--- src/rtl/reg_file_2r1w_sb_pkg.sv ---
// reg_file_pkg: shared widths and types for the 2R/1W scoreboarded register file.
// Optional feature macro: REG_FILE_BYPASS_EN (write->read forwarding).
package reg_file_pkg;

  localparam int DATA_W_DEF = 16;
  localparam int ADDR_W_DEF = 3;
  localparam int NREGS      = 2 ** ADDR_W_DEF;

  typedef logic [ADDR_W_DEF-1:0] reg_addr_t;
  typedef logic [DATA_W_DEF-1:0] reg_data_t;
  typedef logic [NREGS-1:0]      busy_vec_t;

endpackage

--- src/rtl/reg_file_2r1w_sb_if.sv ---
// reg_file_2r1w_sb_if: decode request/response, writeback and scoreboard signals.
// master = decode/writeback side, slave = register file.
interface reg_file_2r1w_sb_if
  import reg_file_pkg::*;
#(
  parameter int DATA_W = DATA_W_DEF,
  parameter int ADDR_W = ADDR_W_DEF
);

  localparam int NR = 2 ** ADDR_W;

  logic              REQ_VALID;
  logic              REQ_READY;
  logic [ADDR_W-1:0] RA_ADDR;
  logic [ADDR_W-1:0] RB_ADDR;
  logic              DST_EN;
  logic [ADDR_W-1:0] DST_ADDR;
  logic              RSP_VALID;
  logic [DATA_W-1:0] RA_DATA;
  logic [DATA_W-1:0] RB_DATA;
  logic              WR_EN;
  logic [ADDR_W-1:0] WR_ADDR;
  logic [DATA_W-1:0] WR_DATA;
  logic [NR-1:0]     BUSY;

  modport master (
    output REQ_VALID, RA_ADDR, RB_ADDR,
    output DST_EN, DST_ADDR,
    output WR_EN, WR_ADDR, WR_DATA,
    input  REQ_READY, RSP_VALID,
    input  RA_DATA, RB_DATA, BUSY
  );

  modport slave (
    input  REQ_VALID, RA_ADDR, RB_ADDR,
    input  DST_EN, DST_ADDR,
    input  WR_EN, WR_ADDR, WR_DATA,
    output REQ_READY, RSP_VALID,
    output RA_DATA, RB_DATA, BUSY
  );

endinterface

--- src/rtl/reg_file_2r1w_sb_scoreboard.sv ---
// reg_file_scoreboard: per-register busy bits (set wins over clear) and REQ_READY.
// Ports: CLK/RST, read/dst addresses, accept, write strobe; busy_o, ready_o, fwd_*_o.
// REG_FILE_BYPASS_EN: a same-cycle write to a busy operand counts as not busy.
module reg_file_scoreboard
  import reg_file_pkg::*;
#(
  parameter  int ADDR_W = ADDR_W_DEF,
  localparam int NR     = 2 ** ADDR_W
) (
  input  logic              CLK,
  input  logic              RST,
  input  logic [ADDR_W-1:0] ra_i,
  input  logic [ADDR_W-1:0] rb_i,
  input  logic              dst_en_i,
  input  logic [ADDR_W-1:0] dst_i,
  input  logic              acc_i,
  input  logic              wr_en_i,
  input  logic [ADDR_W-1:0] wr_addr_i,
  output logic [NR-1:0]     busy_o,
  output logic              ready_o,
  output logic              fwd_a_o,
  output logic              fwd_b_o
);

  logic [NR-1:0] busy_q;
  logic [NR-1:0] busy_d;
  logic [NR-1:0] clr_vec;
  logic [NR-1:0] set_vec;
  logic          wr_hit;
  logic          bsy_a;
  logic          bsy_b;
  logic          bsy_dst;

  assign wr_hit = wr_en_i && (wr_addr_i != '0);

  always_comb begin
    clr_vec = '0;
    set_vec = '0;
    if (wr_hit)
      clr_vec[wr_addr_i] = 1'b1;
    if (acc_i && dst_en_i && (dst_i != '0))
      set_vec[dst_i] = 1'b1;
  end

  // set applied after clear: a new reservation survives a same-edge write
  assign busy_d = (busy_q & ~clr_vec) | set_vec;

`ifdef REG_FILE_BYPASS_EN
  logic [NR-1:0] busy_post;

  assign busy_post = busy_q & ~clr_vec;
  assign bsy_a     = busy_post[ra_i];
  assign bsy_b     = busy_post[rb_i];
  assign bsy_dst   = busy_post[dst_i];
  assign fwd_a_o   = busy_q[ra_i] & clr_vec[ra_i];
  assign fwd_b_o   = busy_q[rb_i] & clr_vec[rb_i];
`else
  assign bsy_a     = busy_q[ra_i];
  assign bsy_b     = busy_q[rb_i];
  assign bsy_dst   = busy_q[dst_i];
  assign fwd_a_o   = 1'b0;
  assign fwd_b_o   = 1'b0;
`endif

  assign ready_o = !(bsy_a | bsy_b | (dst_en_i & bsy_dst));
  assign busy_o  = busy_q;

  always_ff @(negedge CLK) begin
    if (RST)
      busy_q <= '0;
    else
      busy_q <= busy_d;
  end

endmodule

--- src/rtl/reg_file_2r1w_sb.sv ---
// reg_file_2r1w_sb: 2-read/1-write register file with busy scoreboard, 1-cycle read.
// Ports: CLK, RST (sync, active-high), bus (slave modport). State on falling CLK edge.
// REG_FILE_BYPASS_EN: forward WR_DATA to a read of a busy register being written.
module reg_file_2r1w_sb
  import reg_file_pkg::*;
#(
  parameter int DATA_W = DATA_W_DEF,
  parameter int ADDR_W = ADDR_W_DEF
) (
  input logic               CLK,
  input logic               RST,
  reg_file_2r1w_sb_if.slave bus
);

  localparam int NR = 2 ** ADDR_W;

  logic [DATA_W-1:0] regs_q [NR];
  logic              rsp_valid_q;
  logic [DATA_W-1:0] ra_q;
  logic [DATA_W-1:0] rb_q;
  logic [DATA_W-1:0] ra_d;
  logic [DATA_W-1:0] rb_d;
  logic              ready;
  logic              acc;
  logic              wr_hit;
  logic              fwd_a;
  logic              fwd_b;
  logic [NR-1:0]     busy;

  reg_file_scoreboard #(
    .ADDR_W (ADDR_W)
  ) u_sb (
    .CLK       (CLK),
    .RST       (RST),
    .ra_i      (bus.RA_ADDR),
    .rb_i      (bus.RB_ADDR),
    .dst_en_i  (bus.DST_EN),
    .dst_i     (bus.DST_ADDR),
    .acc_i     (acc),
    .wr_en_i   (bus.WR_EN),
    .wr_addr_i (bus.WR_ADDR),
    .busy_o    (busy),
    .ready_o   (ready),
    .fwd_a_o   (fwd_a),
    .fwd_b_o   (fwd_b)
  );

  assign acc    = bus.REQ_VALID & ready;
  assign wr_hit = bus.WR_EN && (bus.WR_ADDR != '0);

  // storage reads return the pre-write value unless forwarding is active
  always_comb begin
    ra_d = '0;
    rb_d = '0;
    if (bus.RA_ADDR != '0)
      ra_d = regs_q[bus.RA_ADDR];
    if (bus.RB_ADDR != '0)
      rb_d = regs_q[bus.RB_ADDR];
    if (fwd_a)
      ra_d = bus.WR_DATA;
    if (fwd_b)
      rb_d = bus.WR_DATA;
  end

  always_ff @(negedge CLK) begin
    if (RST) begin
      rsp_valid_q <= 1'b0;
      ra_q        <= '0;
      rb_q        <= '0;
      for (int i = 0; i < NR; i++)
        regs_q[i] <= '0;
    end else begin
      rsp_valid_q <= acc;
      if (acc) begin
        ra_q <= ra_d;
        rb_q <= rb_d;
      end
      if (wr_hit)
        regs_q[bus.WR_ADDR] <= bus.WR_DATA;
    end
  end

  assign bus.REQ_READY = ready;
  assign bus.RSP_VALID = rsp_valid_q;
  assign bus.RA_DATA   = ra_q;
  assign bus.RB_DATA   = rb_q;
  assign bus.BUSY      = busy;

endmodule
--- src/flat_wrapper.sv ---
// flat-port wrapper written by rule: the top's interface ports become plain ports
module reg_file_2r1w_sb_flat import reg_file_pkg::*;
#(
  parameter int DATA_W = DATA_W_DEF,
  parameter int ADDR_W = ADDR_W_DEF
)
  (CLK, RST, bus_REQ_VALID, bus_RA_ADDR, bus_RB_ADDR, bus_DST_EN, bus_DST_ADDR, bus_WR_EN, bus_WR_ADDR, bus_WR_DATA, bus_REQ_READY, bus_RSP_VALID, bus_RA_DATA, bus_RB_DATA, bus_BUSY);
  reg_file_2r1w_sb_if #(.DATA_W(DATA_W), .ADDR_W(ADDR_W)) bus_i ();
  input logic CLK;
  input logic RST;
  input wire logic [$bits(bus_i.REQ_VALID)-1:0] bus_REQ_VALID;
  input wire logic [$bits(bus_i.RA_ADDR)-1:0] bus_RA_ADDR;
  input wire logic [$bits(bus_i.RB_ADDR)-1:0] bus_RB_ADDR;
  input wire logic [$bits(bus_i.DST_EN)-1:0] bus_DST_EN;
  input wire logic [$bits(bus_i.DST_ADDR)-1:0] bus_DST_ADDR;
  input wire logic [$bits(bus_i.WR_EN)-1:0] bus_WR_EN;
  input wire logic [$bits(bus_i.WR_ADDR)-1:0] bus_WR_ADDR;
  input wire logic [$bits(bus_i.WR_DATA)-1:0] bus_WR_DATA;
  output wire logic [$bits(bus_i.REQ_READY)-1:0] bus_REQ_READY;
  output wire logic [$bits(bus_i.RSP_VALID)-1:0] bus_RSP_VALID;
  output wire logic [$bits(bus_i.RA_DATA)-1:0] bus_RA_DATA;
  output wire logic [$bits(bus_i.RB_DATA)-1:0] bus_RB_DATA;
  output wire logic [$bits(bus_i.BUSY)-1:0] bus_BUSY;
  assign bus_i.REQ_VALID = bus_REQ_VALID;
  assign bus_i.RA_ADDR = bus_RA_ADDR;
  assign bus_i.RB_ADDR = bus_RB_ADDR;
  assign bus_i.DST_EN = bus_DST_EN;
  assign bus_i.DST_ADDR = bus_DST_ADDR;
  assign bus_i.WR_EN = bus_WR_EN;
  assign bus_i.WR_ADDR = bus_WR_ADDR;
  assign bus_i.WR_DATA = bus_WR_DATA;
  assign bus_REQ_READY = bus_i.REQ_READY;
  assign bus_RSP_VALID = bus_i.RSP_VALID;
  assign bus_RA_DATA = bus_i.RA_DATA;
  assign bus_RB_DATA = bus_i.RB_DATA;
  assign bus_BUSY = bus_i.BUSY;
  reg_file_2r1w_sb #(.DATA_W(DATA_W), .ADDR_W(ADDR_W)) u_core (.CLK(CLK), .RST(RST), .bus(bus_i));
endmodule
--- config.mk ---
export PLATFORM = sky130hd
export DESIGN_NAME = reg_file_2r1w_sb_flat
export DESIGN_NICKNAME = d
export VERILOG_FILES = /design/src/rtl/reg_file_2r1w_sb_pkg.sv /design/src/rtl/reg_file_2r1w_sb_if.sv /design/src/rtl/reg_file_2r1w_sb_scoreboard.sv /design/src/rtl/reg_file_2r1w_sb.sv /design/src/flat_wrapper.sv
export SDC_FILE = /design/constraint.sdc
export NUM_CORES = 1
export LEC_CHECK = 0
export CAP_MARGIN = 5
export CELL_PAD_IN_SITES_DETAIL_PLACEMENT = 0
export CELL_PAD_IN_SITES_GLOBAL_PLACEMENT = 1
export CORE_MARGIN = 2
export CORE_UTILIZATION = 40
export DETAILED_ROUTE_END_ITERATION = 8
export PLACE_DENSITY_LB_ADDON = 0.1
export SLEW_MARGIN = 0
export SYNTH_ARGS = -nofsm -noshare
export SYNTH_HDL_FRONTEND = slang
export SYNTH_SLANG_ARGS = --single-unit
export TNS_END_PERCENT = 10
--- constraint.sdc ---
create_clock -name CLK -period 4.2 [get_ports CLK]
set_input_delay 0.42 -clock CLK [delete_from_list [all_inputs] [get_ports CLK]]
set_output_delay 0.42 -clock CLK [all_outputs]
set_load 0.01 [all_outputs]
# After elaboration in Yosys (flattened, before gate mapping)

Memories as Yosys holds them, arrays and structs flattened.
Index checks and enable logic that the tools add are counted.

Add/subtract/negate cells: 0
Multiply operators: 0
Div/mod/pow operators: 0
Order comparisons: 6
Equal/unequal tests: 0
Shift-type cells: 0
Muxes and demuxes: 22
Bitwise operators: 7
Reductions and logical operators: 11

Operators by type and width:

| kind               | number |
|---|---|
| $mux 16            | 3 |
| $lt 3x4->1 const B | 4 |
| $mux 8             | 2 |
| $reduce_or 16->1   | 1 |
| $reduce_bool 3->1  | 4 |
| $mux 1             | 11 |
| $bmux 1 s3         | 3 |
| $and 8x8->8        | 1 |
| $not 8->8          | 1 |
| $or 8x8->8         | 1 |
| $demux 1 s3        | 2 |
| $ge 3x1->1 const B | 2 |
| $logic_and 1x1->1  | 5 |
| $mux 3             | 1 |
| $and 1x1->1        | 2 |
| $or 1x1->1         | 2 |
| $logic_not 1->1    | 1 |

Register bits after elaboration: 41
Bits in latches: 0
Memory bits (writable): 128
Memory bits (read-only): 0
Input bits: 33
Output and inout port bits: 42
Logic and storage cells: 51
Memories: 1

Memory list:

| name          | depth | bits a word | read ports | clocked after Yosys merged registers in | write ports | RTL line               | RTL |
|---|---|---|---|---|---|---|---|
| u_core.regs_q | 8     | 16          | 2          | 0                                       | 8           | reg_file_2r1w_sb.sv:17 | `logic [DATA_W-1:0] regs_q [NR];` |

# Logic depth before layout (Yosys ltp)

Gate-level depths: netlist of the first run.

Depth after elaboration: 10
Depth in mapped cells: 8
Depth with buffers taken out: 5

# Modules after synthesis

A second synthesis of the first run with hierarchy kept.

Cell total of the unflattened synthesis: 659
Area total of the unflattened synthesis: 8031.5 um^2

By module, submodules not included:

| module              | instances | cells an instance | area each (um^2) | sequential area each (um^2) |
|---|---|---|---|---|
| reg_file_2r1w_sb    | 1         | 598               | 7469.7           | 4023.9 |
| reg_file_scoreboard | 1         | 61                | 561.8            | 160.2 |

==> results.json, run 1 <==
{
  "ant_nets": 0,
  "path_depth": 4,
  "synth_seq_cells": 153,
  "cts_max_level": 4,
  "hold_class": "register to register",
  "dr.pass1.iters": 5,
  "failed_checks": "negative setup slack",
  "insertion_delay_ns": 0.46,
  "grt_use_total_pct": 23.26,
  "synthCells": 622,
  "hold_start": "u_core.bus.RA_DATA[2]",
  "ir_drop_mv": 0.3147,
  "syn_to_final_growth_pct": 37.12,
  "final_area_um2": 10610,
  "place_congestion": 0.8450,
  "placementRows": 50,
  "endpoint_kind": "output pin",
  "cts_tree": "yes",
  "syn-cell-area_um2": 7735,
  "cts_made_buffers": 17,
  "ys_warn_count": 0,
  "seqCellArea_um2": 4199,
  "grt_pass1_vias": 6600,
  "worst_r2r_path_depth": 6,
  "yosysTopAreaCell": "edfxtp_1",
  "multiInputGateArea_um2": 3313,
  "fp.dieH_um": 143.1,
  "r2r_slack_ns": 2.26,
  "synth_top_area_share_pct": 43.48,
  "syn_avg_cell_area_um2": 12.44,
  "reg2reg_to": "u_core.u_sb.busy_o[2]",
  "core_um2": 18830,
  "r2r_start": "u_core.u_sb.busy_o[4]",
  "max_cap_viol_count": 0,
  "die_area_um2": 20470,
  "skew_ns": 0.01649,
  "grt_overflow_total": 0,
  "drive_gt1_share_pct": 21.33,
  "p_leak_nw": 4.578,
  "cts_root_buf": "clkbuf_16",
  "synth_seq_area_share_pct": 54.09,
  "layout_common_cells": "163 x inv_1, 112 x and2_1, 112 x edfxtp_1",
  "port_buffers": 74,
  "cp_max_fo": 4,
  "worst_setup_path_start_kind": "register",
  "p_per_area_nw_per_um2": 426.8,
  "cp.required_ns": 3.78,
  "slowest_stage": "mux4_2",
  "dp_hpwl_um": 14970,
  "nets": 934,
  "synthTopCellsByArea": "edfxtp_1 43%, dfxtp_1 11%, mux4_2 10%, and2_1 9.1%, mux2i_1 4.8%",
  "synth_cell_type_count": 32,
  "grt_max_degree": 55,
  "synthesis.nets": 655,
  "critPathCapture": "bus_REQ_READY",
  "worstPathCellList": "mux4_2, mux2i_1, o211a_1, buf_2",
  "drc": 0,
  "worstSetupStartpoint": "u_core.u_sb.busy_o[4]",
  "first_iter_violations": 390,
  "critPathArrivalTime_ns": 3.89,
  "cpPeakStageDelay_ns": 0.46,
  "clkSlewWorstSetupHoldPaths_ns": 0.04,
  "slew_headroom_pct": 26.42,
  "status": "finished, violations left",
  "initial_core_util_pct": 41.08,
  "wire_per_inst_um": 19.09,
  "critPathBufInv": 1,
  "worst_pin_slew_ns": 1.100,
  "viasPerCell": 5.140,
  "wl_um": 22410,
  "setup_viol": 1,
  "finalHoldViolCount": 0,
  "setup_tns_ns": -0.1102,
  "fillers": 1672,
  "cts.sinks": 153,
  "antenna_found_initial": 1,
  "clock_tree.buffer_depth": 2,
  "postPlaceCellArea_um2": 9380,
  "n_antenna_cell": 0,
  "crit_type": "register to output pin",
  "grt_first_pass_wirelength_um": 35230,
  "fin_cells": 1174,
  "vias": 6034,
  "io_pins": 75,
  "cp_top_family": "multiplexers",
  "rsz0062_at_grt": "true",
  "cts.hold.buffers_added": 0,
  "final_common_cell": "inv_1",
  "dpl.cell_count": 988,
  "slew_viol_final": 0,
  "fin_ws_ns": -0.1102,
  "die_w_um": 143.1
}
sequential cells by signal (all words and copies together), names as in the netlist:
register	count
u_core.bus.RB_DATA	16
u_core.u_sb.busy_o	8
u_core.bus.RSP_VALID	1
u_core.bus.RA_DATA	16
u_core.regs_q	112
logic make-up after synthesis:
family | synth area share, %
AND/OR/NAND/NOR | 16.05
flip-flops | 54.09
multiplexers | 19.93
AO/OA/AOI/OAI | 6.600
buffers and inverters | 3.332
routing by layer:
metal  part of all wire (%)  track usage (%)  up-vias
met1                     44            29.29     2970
met5                      0                0        -
met2                     49            37.12      193
met4                   0.99            9.588        0
met3                    5.8            7.478       24
li1                       -                -     2847
how the worst min path moves through the flow:
stage                     slack [ns]                     end  cells after the start
after floorplan                 0.49   u_core.bus.RA_DATA[0]                      2
after CTS                       0.47  u_core.bus.RB_DATA[10]                      2
after detailed placement        0.46  u_core.bus.RB_DATA[10]                      2
after global placement          0.46   u_core.bus.RB_DATA[3]                      2
final                           0.46   u_core.bus.RA_DATA[2]                      2
after global routing            0.48  u_core.bus.RB_DATA[10]                      2
where the power goes:
| part | switching (W) | internal (W) |
|---|---|---|
| sequential | 0.0000539 | 0.00174 |
| combinational | 0.000273 | 0.000299 |
| clock | 0.00106 | 0.00110 |
stage by stage:
step	util (%)	power, W	hold slack [ns]	setup WS, ns
floorplan	-	0.002306	0.4919	-0.1859
global placement	49.81	0.002579	0.4558	-0.2831
detailed placement	49.81	0.002595	0.4623	-0.3544
CTS	56.18	0.004594	0.4681	-0.1041
global route	56.33	0.004840	0.4839	-0.1964
finish	56.33	0.004527	0.4625	-0.1102
worst min-delay path: stages, from the launching register on:
cell,delay [ns]
dfxtp_1,0.30
nand2_1,0.06
mux2i_1,0.06
Yosys cell counts:
master / count
and2_1: 112
edfxtp_1: 112
nand2_1: 71
dfxtp_1: 41
mux2i_1: 37
mux4_2: 36
clkbuf_1: 32
mux2_2: 32
o21ai_0: 24
a22oi_1: 17
nand2b_1: 17
nand3_1: 15
a221o_1: 13
inv_1: 11
nor3_1: 6
buf_2: 5
nor2_1: 5
o22ai_1: 5
buf_1: 4
buf_6: 4
nor2b_1: 4
a211oi_1: 3
a21oi_1: 3
o32ai_1: 3
o211ai_1: 2
or3_1: 2
and3_1: 1
buf_4: 1
inv_2: 1
o211a_1: 1
o21ai_1: 1
o31ai_1: 1
area by class of cell:
cell class                      instances  share of cell area, %
Sequential cell                       153                  39.59
Multi-Input combinational cell        411                  31.24
Timing Repair Buffer                  154                  14.58
Clock inverter                        168                  7.125
Clock buffer                           17                  4.011
Tap cell                              260                  3.067
Inverter                               11                 0.3893
timing repair:
action | in CTS | in global routing
endpoints found under the setup margin | 1 | 30
resized for setup | 15 | 1
pin swaps | 4 | 0
setup buffers | 2 | 0
cloned | 0 | 1
No activity file was read; power rests on OpenSTA's default activity.
==> run 2, diff against run 1 <==
HOLD_SLACK_MARGIN = 0.08   (was unset)
SETUP_SLACK_MARGIN = 0.05   (was unset)
==> run 2 against run 1 <==
Net effect: highest routed layer unchanged; final cell count up 0.17%; worst setup slack better by 0.0031 ns; core utilization up 0.33 points; routed wire length up 1.0%; critical endpoint unchanged; the run still ends with negative setup slack left.
==> results.json, run 2 (synthesis results as in run 1) <==
{
  "setup_viol": 1,
  "worstSetupStartpoint": "u_core.u_sb.busy_o[5]",
  "wire_per_inst_um": 19.26,
  "largest-register": "u_core.regs_q",
  "slew_viol_final": 0,
  "endpoint_kind": "output pin",
  "grt_overflow_total": 0,
  "syn_to_final_growth_pct": 37.93,
  "cpPeakStageDelay_ns": 0.47,
  "viasPerCell": 5.175,
  "port_buffers": 74,
  "post-route-util_pct": 56.66,
  "worst_setup_path_start_kind": "register",
  "crit_type": "register to output pin",
  "hold_path_depth": 2,
  "clkSlewWorstSetupHoldPaths_ns": 0.03,
  "initial_core_util_pct": 41.08,
  "cts_max_level": 4,
  "p_per_area_nw_per_um2": 425.3,
  "skew_ns": 0.01609,
  "path_depth": 4,
  "status": "finished, violations left",
  "cp_max_fo": 4,
  "fillers": 1663,
  "cts_root_buf": "clkbuf_16",
  "die_w_um": 143.1,
  "place_ws_ns": -0.3544,
  "finalHoldViolCount": 0,
  "n_antenna_cell": 0,
  "worstPathCellList": "mux4_2, mux2i_1, o211a_1, buf_2",
  "grt_max_degree": 55,
  "grt_pass1_vias": 6606,
  "clock_tree.buffer_depth": 2,
  "rsz0062_at_grt": "true",
  "vias": 6086,
  "cp_top_family": "multiplexers",
  "nets": 936,
  "io_pins": 75,
  "wl_um": 22640,
  "multiInputGateArea_um2": 3334,
  "drc": 0,
  "die_area_um2": 20470,
  "r2r_start": "u_core.u_sb.busy_o[5]",
  "antenna_found_initial": 1,
  "final_common_cell": "inv_1",
  "seqCellArea_um2": 4199,
  "layout_common_cells": "163 x inv_1, 112 x and2_1, 112 x edfxtp_1",
  "failed_checks": "negative setup slack",
  "core_um2": 18830,
  "grt_first_pass_wirelength_um": 35260,
  "slew_headroom_pct": 28.28,
  "hold_class": "register to register",
  "insertion_delay_ns": 0.46,
  "cts_tree": "yes",
  "drive_gt1_share_pct": 21.94,
  "largest_reg_flops": 112,
  "grt_use_total_pct": 23.28,
  "p_leak_nw": 4.620,
  "cts.sinks": 153,
  "worst_pin_slew_ns": 1.072,
  "slowest_stage": "mux4_2",
  "dp_hpwl_um": 14970,
  "ir_drop_mv": 0.3149,
  "critPathArrivalTime_ns": 3.89,
  "fp.dieH_um": 143.1,
  "cts_made_buffers": 17,
  "placementRows": 50,
  "power.total_w": 0.004538,
  "dr.pass1.iters": 5,
  "hold_start": "u_core.bus.RA_DATA[2]",
  "max_cap_viol_count": 0,
  "place_congestion": 0.8450,
  "critPathBufInv": 1,
  "worst_r2r_path_depth": 6,
  "first_iter_violations": 409,
  "fin_ws_ns": -0.1072,
  "ant_nets": 0,
  "cp.required_ns": 3.78
}
==> run 2: changes by cell type in the layout (fill, tap and decap cells not counted), sizes merged <==
cell / change
clkdlybuf4s50: -2
dlymetal6s2s: +2
buf: +1
clkbuf: +1
==> run 2: final timing paths <==
path                           end  slack (ns)
max                  bus_REQ_READY       -0.11
min          u_core.bus.RA_DATA[2]        0.46
max reg2reg  u_core.u_sb.busy_o[5]        2.26
min reg2reg  u_core.bus.RA_DATA[2]        0.46
==> run 2: area by class of cell <==
| type | count | area share [%] |
|---|---|---|
| inverters | 11 | 0.3870 |
| multi-input cells | 411 | 31.25 |
| clock inverters | 168 | 7.083 |
| clock buffers | 17 | 3.987 |
| flip-flops and latches | 153 | 39.36 |
| well taps | 260 | 3.049 |
| repair buffers | 156 | 14.88 |
==> run 2: routing by layer <==
metal,part of all wire (%),vias to the layer above,GRT usage (%),wire length (µm)
met3,5.8,29,7.478,1319
li1,-,2856,-,-
met1,44,2990,29.29,9983
met4,1.0,0,9.588,235
met5,0,-,0,0
met2,49,211,37.19,11110
==> run 2: repair_timing <==
action,4_1_cts,5_1_grt
resized for setup,16,7
buffers inserted,2,0
hold buffers,0,0
gates cloned,0,2
pin swaps,4,1
setup endpoints to repair,1,33
==> run 2: stage by stage <==
| stage | instances | instance area (µm²) | hold WS [ns] | TNS, ns |
|---|---|---|---|---|
| floorplan | 622 | 7735 | 0.4919 | -16.66 |
| global placement | 988 | 9380 | 0.4558 | -10.09 |
| detailed placement | 988 | 9380 | 0.4623 | -12.91 |
| CTS | 1174 | 10590 | 0.4681 | -0.1041 |
| global route | 1176 | 10670 | 0.4839 | -0.1984 |
| finish | 1176 | 10670 | 0.4625 | -0.1072 |
==> run 2: worst reg2reg max path: stages (launching register included) <==
cell	delay [ns]
dfxtp_4	0.35
mux4_2	0.47
mux2i_1	0.19
and3_1	0.25
o21ai_4	0.14
buf_4	0.18
o32ai_1	0.25
==> run 2: power breakdown <==
| part | total (W) | switching (W) | internal [W] | leakage [nW] |
|---|---|---|---|---|
| combinational | 0.000580 | 0.000277 | 0.000303 | 2.08 |
| clock | 0.00217 | 0.00107 | 0.00110 | 1.12 |
| sequential | 0.00179 | 0.0000543 | 0.00174 | 1.42 |
| total | 0.00454 | 0.00140 | 0.00314 | 4.62 |
==> run 3, diff against run 2 <==
SKIP_CTS_REPAIR_TIMING = 1   (was unset)
clock period = 4.64 ns   (was 4.2 ns; I/O delays follow)
==> run 3 against run 2 <==
Net effect: via count is 2.0% lower; count of clock-buffer cells in the layout did not move; non-clock buffer count shrank 29; the flow now finishes without violations; clock skew up 0.0033 ns; largest cell class unchanged; critical path type unchanged; critical path depth stayed put; power down 10%; die area unchanged; clock power is 9.2% lower; final cell count down 2.5%.
==> results.json, run 3 (synthesis results as in run 1) <==
{
  "dpl.cell_count": 962,
  "clock_tree.buffer_depth": 2,
  "fin_cells": 1147,
  "largest-register": "u_core.regs_q",
  "cp_top_family": "multiplexers",
  "placementRows": 50,
  "clkPwrFrac_pct": 48.3,
  "final_area_um2": 10320,
  "multiInputGateArea_um2": 3313,
  "worstPathCellList": "mux4_2, mux2i_2, o211a_1, buf_2",
  "postPlaceCellArea_um2": 9110,
  "endpoint_kind": "output pin",
  "dp_hpwl_um": 14180,
  "worst_setup_path_start_kind": "register",
  "initial_core_util_pct": 41.08,
  "port_buffers": 74,
  "finalHoldViolCount": 0,
  "cp_max_fo": 5,
  "fillers": 1644,
  "viasPerCell": 5.201,
  "clkSlewWorstSetupHoldPaths_ns": 0.03,
  "largest_reg_flops": 112,
  "n_antenna_cell": 0,
  "first_iter_violations": 387,
  "critPathBufInv": 1,
  "setup_viol": 0,
  "p_leak_nw": 4.396,
  "insertion_delay_ns": 0.46,
  "final_common_cell": "inv_1",
  "power.share.combinational_pct": 12.0,
  "switching_share_pct": 28.98,
  "post-route-util_pct": 54.79,
  "vias": 5966,
  "die_area_um2": 20470,
  "cts_root_buf": "clkbuf_16",
  "critPathArrivalTime_ns": 4.05,
  "cts.sinks": 153,
  "cts_max_level": 4,
  "cp.required_ns": 4.18,
  "wl_um": 21950,
  "hold_class": "register to register",
  "cpPeakStageDelay_ns": 0.49,
  "drc": 0,
  "cts_tree": "yes",
  "grt_overflow_total": 0,
  "status": "finished, final reports clean",
  "cts_made_buffers": 17,
  "dr.pass1.iters": 5,
  "slew_viol_final": 0,
  "p_seq_share_pct": 39.7,
  "max_cap_viol_count": 0,
  "grt_first_pass_wirelength_um": 33700,
  "slew_headroom_pct": 30.54,
  "worst_pin_slew_ns": 1.038,
  "slowest_stage": "mux4_2",
  "layout_common_cells": "164 x inv_1, 112 x and2_1, 112 x edfxtp_1",
  "nets": 907,
  "crit_type": "register to output pin",
  "place_congestion": 0.8109,
  "grt_use_total_pct": 22.33,
  "switchingPower_w": 0.001184,
  "p_per_area_nw_per_um2": 395.8,
  "ir_drop_mv": 0.2319,
  "grt_pass1_vias": 6355,
  "syn_to_final_growth_pct": 33.39,
  "rsz0062_at_grt": "true",
  "io_pins": 75,
  "grt_max_degree": 56,
  "core_um2": 18830,
  "die_w_um": 143.1,
  "drive_gt1_share_pct": 18.83,
  "antenna_found_initial": 0,
  "seqCellArea_um2": 4194,
  "wire_per_inst_um": 19.13,
  "skew_ns": 0.01942,
  "intPower_w": 0.002900,
  "fp.dieH_um": 143.1,
  "ant_nets": 0
}
==> run 3: layout make-up <==
class / count / share of cell area, %
clock buffers: 17 / 4.123
well taps: 260 / 3.153
clock inverters: 168 / 7.458
inverters: 11 / 0.4002
multi-input cells: 411 / 32.11
flip-flops and latches: 153 / 40.65
repair buffers: 127 / 12.10
==> run 3: worst register-to-register path, delay by kind of cell (launching register included) <==
kind / cells / cell delay [ns]
mux: 2 / 0.67
simple gates: 1 / 0.24
flops: 1 / 0.33
buf+inv: 1 / 0.12
compound gates: 2 / 0.43
==> run 3: path summary, 6_finish.rpt <==
path	end	slack [ns]	cells after the start	from
max	bus_REQ_READY	0.12	4	u_core.u_sb.busy_o[7]
min	u_core.bus.RB_DATA[15]	0.46	2	u_core.bus.RB_DATA[15]
max reg2reg	u_core.u_sb.busy_o[2]	2.74	6	u_core.u_sb.busy_o[7]
min reg2reg	u_core.bus.RB_DATA[15]	0.46	2	u_core.bus.RB_DATA[15]
==> run 3: power by group through the flow <==
stage	clock network, W	logic, W	registers [W]
2_1_floorplan	0.000198	0.000254	0.00164
4_1_cts	0.00203	0.000491	0.00162
3_5_place_dp	0.000198	0.000489	0.00164
3_3_place_gp	0.000198	0.000481	0.00163
6_report	0.00197	0.000489	0.00162
5_1_grt	0.00218	0.000524	0.00163
==> run 3: routing by layer <==
layer	GRT usage [%]	part of all wire, %	routed length (µm)
met1	28.94	47	10300
met2	34.32	47	10300
met3	7.478	5.1	1121
met4	9.380	1.0	223
met5	0	0	0
==> run 3: stage by stage <==
step | total power (W) | TNS [ns] | hold slack (ns) | setup slack, ns
floorplan | 0.002087 | -0.1584 | 0.4919 | -0.009911
global placement | 0.002309 | -0.8577 | 0.4564 | -0.1059
detailed placement | 0.002324 | -2.556 | 0.4620 | -0.1079
CTS | 0.004138 | -0.3562 | 0.4682 | -0.3562
global route | 0.004336 | 0 | 0.4839 | 0.01498
finish | 0.004084 | 0 | 0.4624 | 0.1235
